## src/rtl/sseg_scan_driver.sv

```systemverilog
// Four-digit multiplexed 7-segment driver: signed 12-bit value shown as sign + 3 hex digits.
// Ports: clk, rst (sync high), load/value capture; segs[6:0]=g..a and an[3:0] active-low, registered.
// Optional: define SSEG_LZ_BLANK_EN to blank leading-zero digits d2/d1.
module sseg_scan_driver #(
  parameter int REFRESH_DIV = 50000
) (
  input  logic        clk,
  input  logic        rst,
  input  logic        load,
  input  logic [11:0] value,
  output logic [6:0]  segs,
  output logic [3:0]  an
);

  localparam int CW = $clog2(REFRESH_DIV);
  localparam logic [CW-1:0] CMAX = CW'(REFRESH_DIV - 1);

  localparam logic [6:0] SEG_NEG   = 7'b011_1111;
  localparam logic [6:0] SEG_BLANK = 7'b111_1111;

  logic [CW-1:0] cnt;
  logic [1:0]    idx;
  logic [1:0]    nidx;
  logic [11:0]   held;
  logic [11:0]   mag;
  logic          neg;
  logic          tick;
  logic [6:0]    nxt_segs;

  function automatic logic [6:0] hex7(input logic [3:0] n);
    logic [6:0] s;
    case (n)
      4'h0: s = 7'b100_0000;
      4'h1: s = 7'b111_1001;
      4'h2: s = 7'b010_0100;
      4'h3: s = 7'b011_0000;
      4'h4: s = 7'b001_1001;
      4'h5: s = 7'b001_0010;
      4'h6: s = 7'b000_0010;
      4'h7: s = 7'b111_1000;
      4'h8: s = 7'b000_0000;
      4'h9: s = 7'b001_1000;
      4'hA: s = 7'b000_1000;
      4'hB: s = 7'b000_0011;
      4'hC: s = 7'b100_0110;
      4'hD: s = 7'b010_0001;
      4'hE: s = 7'b000_0110;
      default: s = 7'b000_1110;
    endcase
    return s;
  endfunction

  assign tick = (cnt == CMAX);
  assign nidx = idx + 2'd1;
  assign neg  = held[11];
  // -2048 negates to itself, which reads correctly as unsigned 0x800
  assign mag  = neg ? (~held + 12'd1) : held;

  // Pattern for the digit that becomes active on the next tick
  always_comb begin
    nxt_segs = SEG_BLANK;
    case (nidx)
      2'd0:    nxt_segs = hex7(mag[3:0]);
      2'd1:    nxt_segs = hex7(mag[7:4]);
      2'd2:    nxt_segs = hex7(mag[11:8]);
      default: nxt_segs = neg ? SEG_NEG : SEG_BLANK;
    endcase
`ifdef SSEG_LZ_BLANK_EN
    if (nidx == 2'd2 && mag[11:8] == 4'd0)
      nxt_segs = SEG_BLANK;
    if (nidx == 2'd1 && mag[11:4] == 8'd0)
      nxt_segs = SEG_BLANK;
`endif
  end

  always_ff @(posedge clk) begin
    if (rst) begin
      cnt  <= '0;
      idx  <= 2'd3;
      held <= '0;
      segs <= SEG_BLANK;
      an   <= 4'b1111;
    end else begin
      cnt <= tick ? '0 : cnt + CW'(1);
      if (load)
        held <= value;
      // held is read before this edge's load lands
      if (tick) begin
        idx  <= nidx;
        segs <= nxt_segs;
        an   <= ~(4'b0001 << nidx);
      end
    end
  end

endmodule

```

## config.mk

```make
export PLATFORM = sky130hd
export DESIGN_NAME = sseg_scan_driver
export DESIGN_NICKNAME = d
export VERILOG_FILES = /design/src/rtl/sseg_scan_driver.sv
export SDC_FILE = /design/constraint.sdc
export NUM_CORES = 1
export LEC_CHECK = 0
export ABC_AREA = 1
export BUFFER_PORTS_ARGS = -buffer_cell sky130_fd_sc_hd__buf_2
export CAP_MARGIN = 20
export CORE_MARGIN = 2
export CORE_UTILIZATION = 35
export CTS_CLUSTER_DIAMETER = 50
export CTS_CLUSTER_SIZE = 20
export DETAILED_ROUTE_END_ITERATION = 8
export HOLD_SLACK_MARGIN = 0.1
export PLACE_DENSITY = 0.53
export SYNTH_ARGS = -nofsm -noshare
export SYNTH_HDL_FRONTEND = slang
export SYNTH_SLANG_ARGS = --single-unit
```

## constraint.sdc

```tcl
create_clock -name clk -period 1.9 [get_ports clk]
set_input_delay 0.38 -clock clk [delete_from_list [all_inputs] [get_ports clk]]
set_output_delay 0.38 -clock clk [all_outputs]
set_load 0.1 [all_outputs]
```

==> out/qor.yml <==
grt_pass1_wl_um: 11600
setup_slack_ps: 25.9
wl_met2_um: 3380
placed_area_um2: 3320
rows: 33
dpl.cell_count: 583
vdd_drop_max_v: 0.000258
synth_top_area_cell: "dfxtp_1"
end_kind: "flop"
synth-seq-cells: 41
max_clock_freq_mhz: 534
track_usage_pct: 16.0
layout-drive-gt1-share_pct: 35.3
die_area_um2: 9150
grt_max_degree: 25
wirelength_um: 7090
clockRootBuffer: "clkbuf_8"
drt_iter0_markers: 88
max_stage_delay_ps: 360
netlist_area_um2: 2940
pin_count: 26
max_cap_violations: 0
die_x_um: 95.7
post-route-period-util_pct: 98.6
crit_fanout: 5
synth_top_area_share_pct: 27.9
antenna_found_initial: 0
cts_tree: "done"
design_area_um2: 3860
setup_viol: 0
ys_seq_area_share_pct: 27.9
grt_pass1_vias: 2562
cp.buffers_inverters: 3
grt_remaining_overflow: 0
tightest_slew_ps: 574
syn2layout_area_growth_pct: 31.4
powerDensity_nw_per_um2: 615
drcViolationCount: 0
yosysUniqueCellTypes: 33
final_nets: 540
yosys-top-cells-count: "nand2_1, inv_1, nor2_1"
wl_met3_um: 238
antenna_cells: 0
instances_no_fill: 604
crit_arrival_ps: 2080
clock-sinks: 41
path_delay_family: "simple AND/OR/NAND/NOR gates"
avgSynthCellArea_um2: 6.67
status: "finished, final reports clean"
yosys_warnings: 0
crit_chain: "inv_4 -> ha_4 -> nand2_4 -> o21ai_4 -> inv_2 -> ha_4 -> inv_2 -> nor2_4 -> nor3b_2 -> nor2_1 -> nor2_1 -> nand2_1 -> nor2_1 -> nor2_1"
via_per_inst: 4.78
initial_core_util_pct: 36.0
ant_nets: 0
crit_top_cell: "nor2_1"
numCtsBuffers: 5
crit_path_start_kind: "flop"
synth_enable_flop_cells: 0
period_minus_slack_ps: 1870
clock_latency_ps: 300
power_leakage_nw: 1.68
core_area_um2: 8180
synth_fp_nets: 483
dr.pass1.iters: 4
yosys-top-cells-area: "dfxtp_1, nand2_1, ha_1, a21oi_1, inv_1"
rrSetupSlack_ps: 30
cp_data_required_time_ps: 2100
worstSetupPathType: "flop to flop"
final_max_slew_viol_count: 0
highest_layer: "met4"
async_reset_ff_share_pct: 0
hp-class: "primary input to flop"
synthCells: 441
pre_cts_ws_ps: -134
slew_headroom_pct: 61.7
gp_congestion: 0.903
cp_slowest_cell: "dfxtp_2"
die_y_um: 95.7
final_hold_viol_count: 0
clock_tree.buffer_depth: 2
rsz0062_at_grt: "yes"
hpwl_um: 5260
cts.clk_slew.worst_paths_ps: 90
wl_met1_um: 3320
fin_skew_ps: 5.36
cts-htree-levels: 2
io_buffers: 25
wl_per_cell_um: 11.7
synth_ff_type: "dfxtp_1"
yosysMostFrequentCell: "nand2_1"
num_vias: 2887
==> where the power goes <==
part           leakage, nW  total (mW)  internal [mW]  switching [mW]
combinational         1.29       0.725          0.307           0.418
sequential           0.337       0.912          0.885          0.0274
clock               0.0543       0.741          0.394           0.347
==> final timing paths <==
kind                  from  endpoint  cells after the start
hold reg to reg     cnt[0]    cnt[0]                      1
setup / recovery   held[0]   segs[0]                     14
setup reg to reg   held[0]   segs[0]                     14
hold / removal    value[5]   held[5]                      3
==> logic make-up (layout without fill, tap and decap cells) <==
| group | after synthesis | after routing | synth area share, % |
|---|---|---|---|
| and+or+nand+nor | 230 | 230 | 37.3 |
| AOI/OAI and AO/OA | 74 | 74 | 12.9 |
| buffers and inverters | 66 | 124 | 9.53 |
| DFF | 41 | 41 | 27.9 |
| adders and majority gates | 27 | 27 | 11.5 |
| xor gates and xnor gates | 3 | 3 | 0.893 |
==> cell usage in the layout (no fill, tap or decap), types with 4 or more instances in the layout <==
master,netlist,routed
nand2_4,2,7
inv_4,2,6
o21ai_0,23,21
dfxtp_2,0,9
a21oi_1,38,33
nor3_1,8,6
nor2_1,44,40
inv_2,7,12
nand3_2,5,9
ha_4,0,8
o21ai_1,9,9
nor2_4,1,6
buf_2,1,25
nor2_2,9,8
nand2_2,9,20
buf_4,1,29
ha_1,27,17
nand3_1,32,26
nor3_2,4,5
nand2_1,105,89
dfxtp_1,41,32
clkbuf_8,0,5
inv_1,48,39
buf_6,3,4
a21oi_2,0,5
==> tightest hold or removal path, delay by kind of cell <==
family | cells | cell delay, ps
buffers and inverters | 1 | 70
AOI/OAI and AO/OA | 2 | 170
==> registers in the layout, summed over array words and instances (netlist names) <==
name,count
an,4
cnt,16
held,12
idx,2
segs,7
==> metrics by stage <==
stage / util, % / total power [mW] / hold slack (ps) / setup TNS, ps
floorplan: - / 1.33 / 418 / 0
global placement: 40.6 / 1.49 / 433 / -288
detailed placement: 40.6 / 1.49 / 442 / -639
CTS: 42.4 / 2.25 / 354 / 0
global route: 47.3 / 2.52 / 373 / -346
finish: 47.3 / 2.38 / 355 / 0
==> area by class of cell <==
cell class              instances  area [µm²]
clock buffers                   5        68.8
clock inverters                 3        46.3
fillers                       832        4310
inverters                      57         229
multi-input cells             334        2150
flip-flops and latches         41         832
well taps                     105         131
repair buffers                 59         408
==> timing repair <==
item                                   in CTS  in global routing
endpoints found under the hold margin       0                  0
gates resized for setup                     6                 84
hold buffers                                0                  0
pin swaps                                   1                 43
setup endpoints to repair                   7                 11
buffers inserted                            1                 13
==> metal layers <==
| metal | GRT usage (%) | vias to the layer above |
|---|---|---|
| li1 | - | 1539 |
| met1 | 20.9 | 1278 |
| met2 | 26.7 | 57 |
| met3 | 2.92 | 13 |
| met4 | 4.64 | 0 |
| met5 | 0 | - |
Power figures use the tool's default switching activity.
